<file path="config.mk">
export PLATFORM = sky130hd
export DESIGN_NAME = vga_pixel_renderer
export DESIGN_NICKNAME = d
export VERILOG_FILES = /design/src/rtl/vga_pixel_renderer.sv
export SDC_FILE = /design/constraint.sdc
export NUM_CORES = 1
export LEC_CHECK = 0
export CAP_MARGIN = 20
export CORE_MARGIN = 2
export CORE_UTILIZATION = 43
export CTS_CLUSTER_DIAMETER = 40
export DETAILED_ROUTE_END_ITERATION = 8
export PLACE_DENSITY_LB_ADDON = 0.12
export REMOVE_ABC_BUFFERS = 1
export SYNTH_ARGS = -nofsm -noshare
export SYNTH_HDL_FRONTEND = slang
export SYNTH_SLANG_ARGS = --single-unit
</file>
<file path="constraint.sdc">
create_clock -name clock_25 -period 1.08 [get_ports clock_25]
set_input_delay 0.108 -clock clock_25 [delete_from_list [all_inputs] [get_ports clock_25]]
set_output_delay 0.108 -clock clock_25 [all_outputs]
set_load 0.02 [all_outputs]
</file>
<file path="src/rtl/vga_pixel_renderer.sv">
// vga_pixel_renderer
// Two-stage pixel pipeline for a grid game on a 640x480 VGA raster.
// Stage 1 maps the pixel position to a board-RAM cell address and flags
// border cells; stage 2 turns the returned cell code into a colour. The sync
// inputs are delayed to stay aligned with colour, and a frame counter derives
// the game-step strobe from the vertical-sync indication.
module vga_pixel_renderer #(
    parameter int FRAMES_PER_STEP = 10,
    parameter int CELL_SHIFT      = 4,
    parameter int GRID_W          = 40,
    parameter int GRID_H          = 30
) (
    input  logic        clock_25,
    input  logic        reset,
    input  logic [9:0]  X,
    input  logic [9:0]  Y,
    input  logic        display_area,
    input  logic        h_sync_in,
    input  logic        v_sync_in,
    input  logic        frame_tik,
    output logic [10:0] rd_addr,
    input  logic [1:0]  rd_data,
    output logic [3:0]  vga_r,
    output logic [3:0]  vga_g,
    output logic [3:0]  vga_b,
    output logic        h_sync,
    output logic        v_sync,
    output logic        game_tick
);

    typedef enum logic [1:0] {
        CELL_EMPTY = 2'b00,
        CELL_BODY  = 2'b01,
        CELL_HEAD  = 2'b10,
        CELL_FOOD  = 2'b11
    } cell_e;

    localparam logic [9:0]  X_ORIGIN  = 10'd48;
    localparam logic [9:0]  Y_ORIGIN  = 10'd34;
    localparam logic [10:0] ROW_PITCH = 11'(GRID_W);
    localparam logic [9:0]  CX_LAST   = 10'(GRID_W - 1);
    localparam logic [9:0]  CY_LAST   = 10'(GRID_H - 1);
    localparam logic [5:0]  CNT_LAST  = 6'(FRAMES_PER_STEP - 1);

    // Position relative to the active-region origin, then in cell units.
    logic [9:0]  w_px;
    logic [9:0]  w_py;
    logic [9:0]  w_cx;
    logic [9:0]  w_cy;
    logic [10:0] w_addr;
    logic        w_wall;
    logic        w_ft_rise;

    assign w_px   = X - X_ORIGIN;
    assign w_py   = Y - Y_ORIGIN;
    assign w_cx   = w_px >> CELL_SHIFT;
    assign w_cy   = w_py >> CELL_SHIFT;
    assign w_addr = {1'b0, w_cy} * ROW_PITCH + {1'b0, w_cx};
    assign w_wall = (w_cx == 10'd0) || (w_cx == CX_LAST) ||
                    (w_cy == 10'd0) || (w_cy == CY_LAST);

    logic [10:0] r_rd_addr;
    logic        r_de1;
    logic        r_wall1;
    logic [11:0] r_rgb;
    logic [1:0]  r_hs_dly;
    logic [1:0]  r_vs_dly;
    logic        r_ft;
    logic [5:0]  r_frame_cnt;
    logic        r_game_tick;

    // Stage 1: cell address lookup, display-enable and border flag.
    // NOTE: every register below uses <= so all stages sample the values from
    // before the edge; blocking assignments here would collapse the pipeline.
    always_ff @(posedge clock_25 or negedge reset) begin
        if (!reset) begin
            r_rd_addr <= 11'd0;
            r_de1     <= 1'b0;
            r_wall1   <= 1'b0;
        end else begin
            // NOTE: the hold during blanking is an enable on a flop, not an
            // incomplete combinational assignment, so no latch results.
            if (display_area) begin
                r_rd_addr <= w_addr;
            end
            r_de1   <= display_area;
            r_wall1 <= w_wall;
        end
    end

    // Stage 2: decode the cell code returned by the board RAM into a colour.
    always_ff @(posedge clock_25 or negedge reset) begin
        if (!reset) begin
            r_rgb <= 12'h000;
        end else if (!r_de1) begin
            r_rgb <= 12'h000;
        end else if (r_wall1) begin
            r_rgb <= 12'h888;
        end else begin
            case (cell_e'(rd_data))
                CELL_EMPTY: r_rgb <= 12'h000;
                CELL_BODY:  r_rgb <= 12'h0F0;
                CELL_HEAD:  r_rgb <= 12'hFF0;
                CELL_FOOD:  r_rgb <= 12'hF00;
                default:    r_rgb <= 12'h000;
            endcase
        end
    end

    // Two-cycle sync delay matching the colour latency; idles inactive-high.
    always_ff @(posedge clock_25 or negedge reset) begin
        if (!reset) begin
            r_hs_dly <= 2'b11;
            r_vs_dly <= 2'b11;
        end else begin
            r_hs_dly <= {r_hs_dly[0], h_sync_in};
            r_vs_dly <= {r_vs_dly[0], v_sync_in};
        end
    end

    // A frame_tik already high at reset release is not a new frame.
    assign w_ft_rise = frame_tik && !r_ft;

    // Frame counter: one game_tick strobe every FRAMES_PER_STEP frames.
    always_ff @(posedge clock_25 or negedge reset) begin
        if (!reset) begin
            r_ft        <= 1'b1;
            r_frame_cnt <= 6'd0;
            r_game_tick <= 1'b0;
        end else begin
            r_ft        <= frame_tik;
            r_game_tick <= 1'b0;
            if (w_ft_rise) begin
                if (r_frame_cnt == CNT_LAST) begin
                    r_frame_cnt <= 6'd0;
                    r_game_tick <= 1'b1;
                end else begin
                    r_frame_cnt <= r_frame_cnt + 6'd1;
                end
            end
        end
    end

    assign rd_addr   = r_rd_addr;
    assign vga_r     = r_rgb[11:8];
    assign vga_g     = r_rgb[7:4];
    assign vga_b     = r_rgb[3:0];
    assign h_sync    = r_hs_dly[1];
    assign v_sync    = r_vs_dly[1];
    assign game_tick = r_game_tick;

endmodule

</file>
==> impl_metrics.py <==
metrics = {
    "cells_and_area": {
        "finalInstanceArea_mm2": 0.00326,
        "final_common_cell": "buf_4",
        "fin_nets": 317,
        "final_cell_mix": "buf_4, dfrtp_1, buf_6",
        "antennaDiodeCount": 0,
        "final_layout_size_suffix_gt1_frac": 0.574,
        "syn2layout_area_growth_pct": 78.9,
    },
    "clock_network": {
        "worstSkewPairLatency_ps": 280,
        "htreeDepth": 2,
        "cts-root-buf": "clkbuf_8",
        "ctsHoldBuffers": 0,
        "numCtsBuffers": 5,
        "clk_path_buf_depth": 2,
        "cts.sinks": 30,
        "clk_pin_slew_ps": 60,
        "cts_tree": "yes",
    },
    "timing": {
        "fin_hold_ws_ps": 189,
        "drv_slew": 0,
        "grt_setup_unrepaired": "true",
        "final-setup-viol-count": 15,
        "fmax_ghz": 0.386,
        "skew_ps": 6.33,
        "period_minus_slack_ps": 2590,
        "fin_crit_sh": 2.40,
        "fin_ws_ps": -1510,
        "finalHoldViolCount": 0,
    },
    "drt": {
        "wl_per_cell_um": 16.6,
        "first_iter_violations": 62,
        "wirelength_um": 5350,
        "vias": 1657,
        "via_per_inst": 5.15,
        "drc": 0,
        "final_antenna_net_count": 0,
        "first_pass_iters": 4,
    },
    "worst_hold_path": {
        "hold_path_class": "in -> async",
    },
    "die": {
        "start_util": 0.452,
        "die_w_um": 69.1,
        "fp.dieH_um": 69.1,
        "rows": 23,
        "core_area_mm2": 0.00403,
        "fp.dieArea_mm2": 0.00478,
        "ios": 54,
    },
    "power_and_ir_drop": {
        "power_frac_comb": 0.480,
        "irDropWorstVdd_v": 0.000822,
        "power.density_mw_per_mm2": 1620,
        "swShare": 0.349,
        "p_leak_nw": 1.45,
        "seqPwrFrac": 0.300,
        "p_sw_mw": 1.85,
        "cell_internal_pwr_mw": 3.44,
        "clkPwrFrac": 0.220,
    },
    "run_status": {
        "violations": "negative setup slack",
        "status": "finished, violations left",
    },
    "global_routing": {
        "track_usage": 0.220,
        "grt_max_degree": 31,
        "first_global_vias": 1744,
        "overflow": 0,
        "antenna_found_initial": 0,
        "grt_pass1_wl_um": 8180,
    },
    "synthesis": {
        "synth_seq_cells": 30,
        "synth_edf_count": 0,
        "synth_seq_area_share": 0.415,
        "syn_area_per_cell_um2": 10.8,
        "synth_cells": 169,
        "ys.flop_type": "dfrtp_1",
        "netlist_area_mm2": 0.00182,
        "ys_warn_count": 0,
        "ys_types": 41,
        "async_reset_ff_frac": 1.00,
    },
    "setup_path": {
        "setup.worst_path.class": "in -> reg",
        "crit_arrival_ps": 2750,
        "cp.required_ps": 1240,
        "cp-start-kind": "input port",
        "crit_fanout": 3,
        "endpoint_kind": "register",
    },
    "placed_design": {
        "dpl_cell_area_mm2": 0.00264,
        "portBuffers": 45,
        "dp_hpwl_um": 3290,
        "dpl_worst_slack_ps": -2240,
        "gp_congestion": 0.863,
    },
    "run": {
        "maxCapViolations": 0,
    },
}
-- critical path, cell delays in order --
cell and delay, ps:
buf_6 90, o41a_1 500, buf_4 180, o21ai_4 160, nand2b_4 80, ha_4 220, ha_4 170, fa_2 370
xor2_1 200, nand3_1 150, nor4_4 160, xnor2_1 100, mux2_4 250
-- per-stage QoR --
stage	cells	utilization	power (mW)	TNS (ps)
CTS	319	0.782	4.99	-9020
global placement	302	0.656	3.41	-16150
finish	322	0.809	5.28	-9180
floorplan	163	-	2.50	-8830
detailed placement	302	0.656	3.52	-17280
global route	322	0.809	5.56	-9810
-- area by class of cell --
| cell class | count | area [um2] |
|---|---|---|
| sequential | 30 | 757 |
| multi-input combinational | 123 | 1400 |
| tap | 50 | 62.6 |
| inverter | 10 | 37.5 |
| fill | 236 | 768 |
| clock buffer | 7 | 86.3 |
| clock inverter | 1 | 30.0 |
| timing repair buffer | 101 | 883 |
-- sequential cells by signal, summed over array words and instances, names as in the netlist --
| register | cells |
|---|---|
| r_ft | 1 |
| r_de1 | 1 |
| r_vs_dly | 2 |
| r_frame_cnt | 6 |
| game_tick | 1 |
| r_rgb | 5 |
| r_hs_dly | 2 |
| rd_addr | 11 |
| r_wall1 | 1 |
-- per-layer routing --
| metal | vias up | GRT usage | share of wire |
|---|---|---|---|
| met4 | 0 | 0.0871 | 0.028 |
| met1 | 804 | 0.221 | 0.36 |
| met2 | 56 | 0.437 | 0.58 |
| li1 | 786 | - | - |
| met3 | 11 | 0.0424 | 0.035 |
| met5 | - | 0 | 0 |
-- cells in the mapped netlist, types with 5 or more instances --
cell     instances  area, um2
mux2_2           6       67.6
xnor2_1          9       78.8
nand3_1          5       25.0
dfrtp_1         25        626
xor2_1           9       78.8
nand2_1          5       18.8
nor3_1           5       25.0
dfstp_2          5        131
ha_1            16        200
nor2_1          12       45.0
buf_4            7       52.6
a21oi_1          9       45.0
inv_1           10       37.5
-- path summary, 6_finish.rpt --
path,startpoint,endpoint,depth (start not counted),slack (ps)
min,reset,rd_addr[0]$_DFFE_PN0P_,2,190
max in group asynchronous,reset,r_vs_dly[0]$_DFF_PN1_,2,650
min reg2reg,r_hs_dly[0]$_DFF_PN1_,r_hs_dly[1]$_DFF_PN1_,0,360
min in group clock_25,h_sync_in,r_hs_dly[0]$_DFF_PN1_,1,250
max,Y[2],rd_addr[10]$_DFFE_PN0P_,13,-1510
max reg2reg,r_frame_cnt[1]$_DFFE_PN0P_,r_frame_cnt[2]$_DFFE_PN0P_,6,-230
-- cells by family (layout without fill, tap and decap cells) --
group	Yosys count	after routing	share of synthesized area
AO/OA/AOI/OAI	24	24	0.0940
buffers and inverters	18	119	0.0515
AND/OR/NAND/NOR	50	50	0.157
multiplexers	10	10	0.0618
flip-flops	30	30	0.415
adder cells (fa/ha/maj)	18	18	0.132
other	1	3	0.00206
XOR/XNOR	18	18	0.0865
-- what timing repair did --
action,in CTS,in global routing
pin swaps,34,25
gates resized for setup,153,47
setup endpoints to repair,38,31
hold endpoints to repair,0,0
buffers inserted,11,3
-- power by group through the flow --
| stage | registers, mW | logic, mW | clock network [mW] |
|---|---|---|---|
| 2_1_floorplan | 1.76 | 0.738 | 0 |
| 3_3_place_gp | 1.54 | 1.87 | 0 |
| 3_5_place_dp | 1.56 | 1.95 | 0 |
| 4_1_cts | 1.55 | 2.26 | 1.17 |
| 5_1_grt | 1.62 | 2.70 | 1.24 |
| 6_report | 1.59 | 2.54 | 1.16 |
No activity file was read; power rests on OpenSTA's default activity.
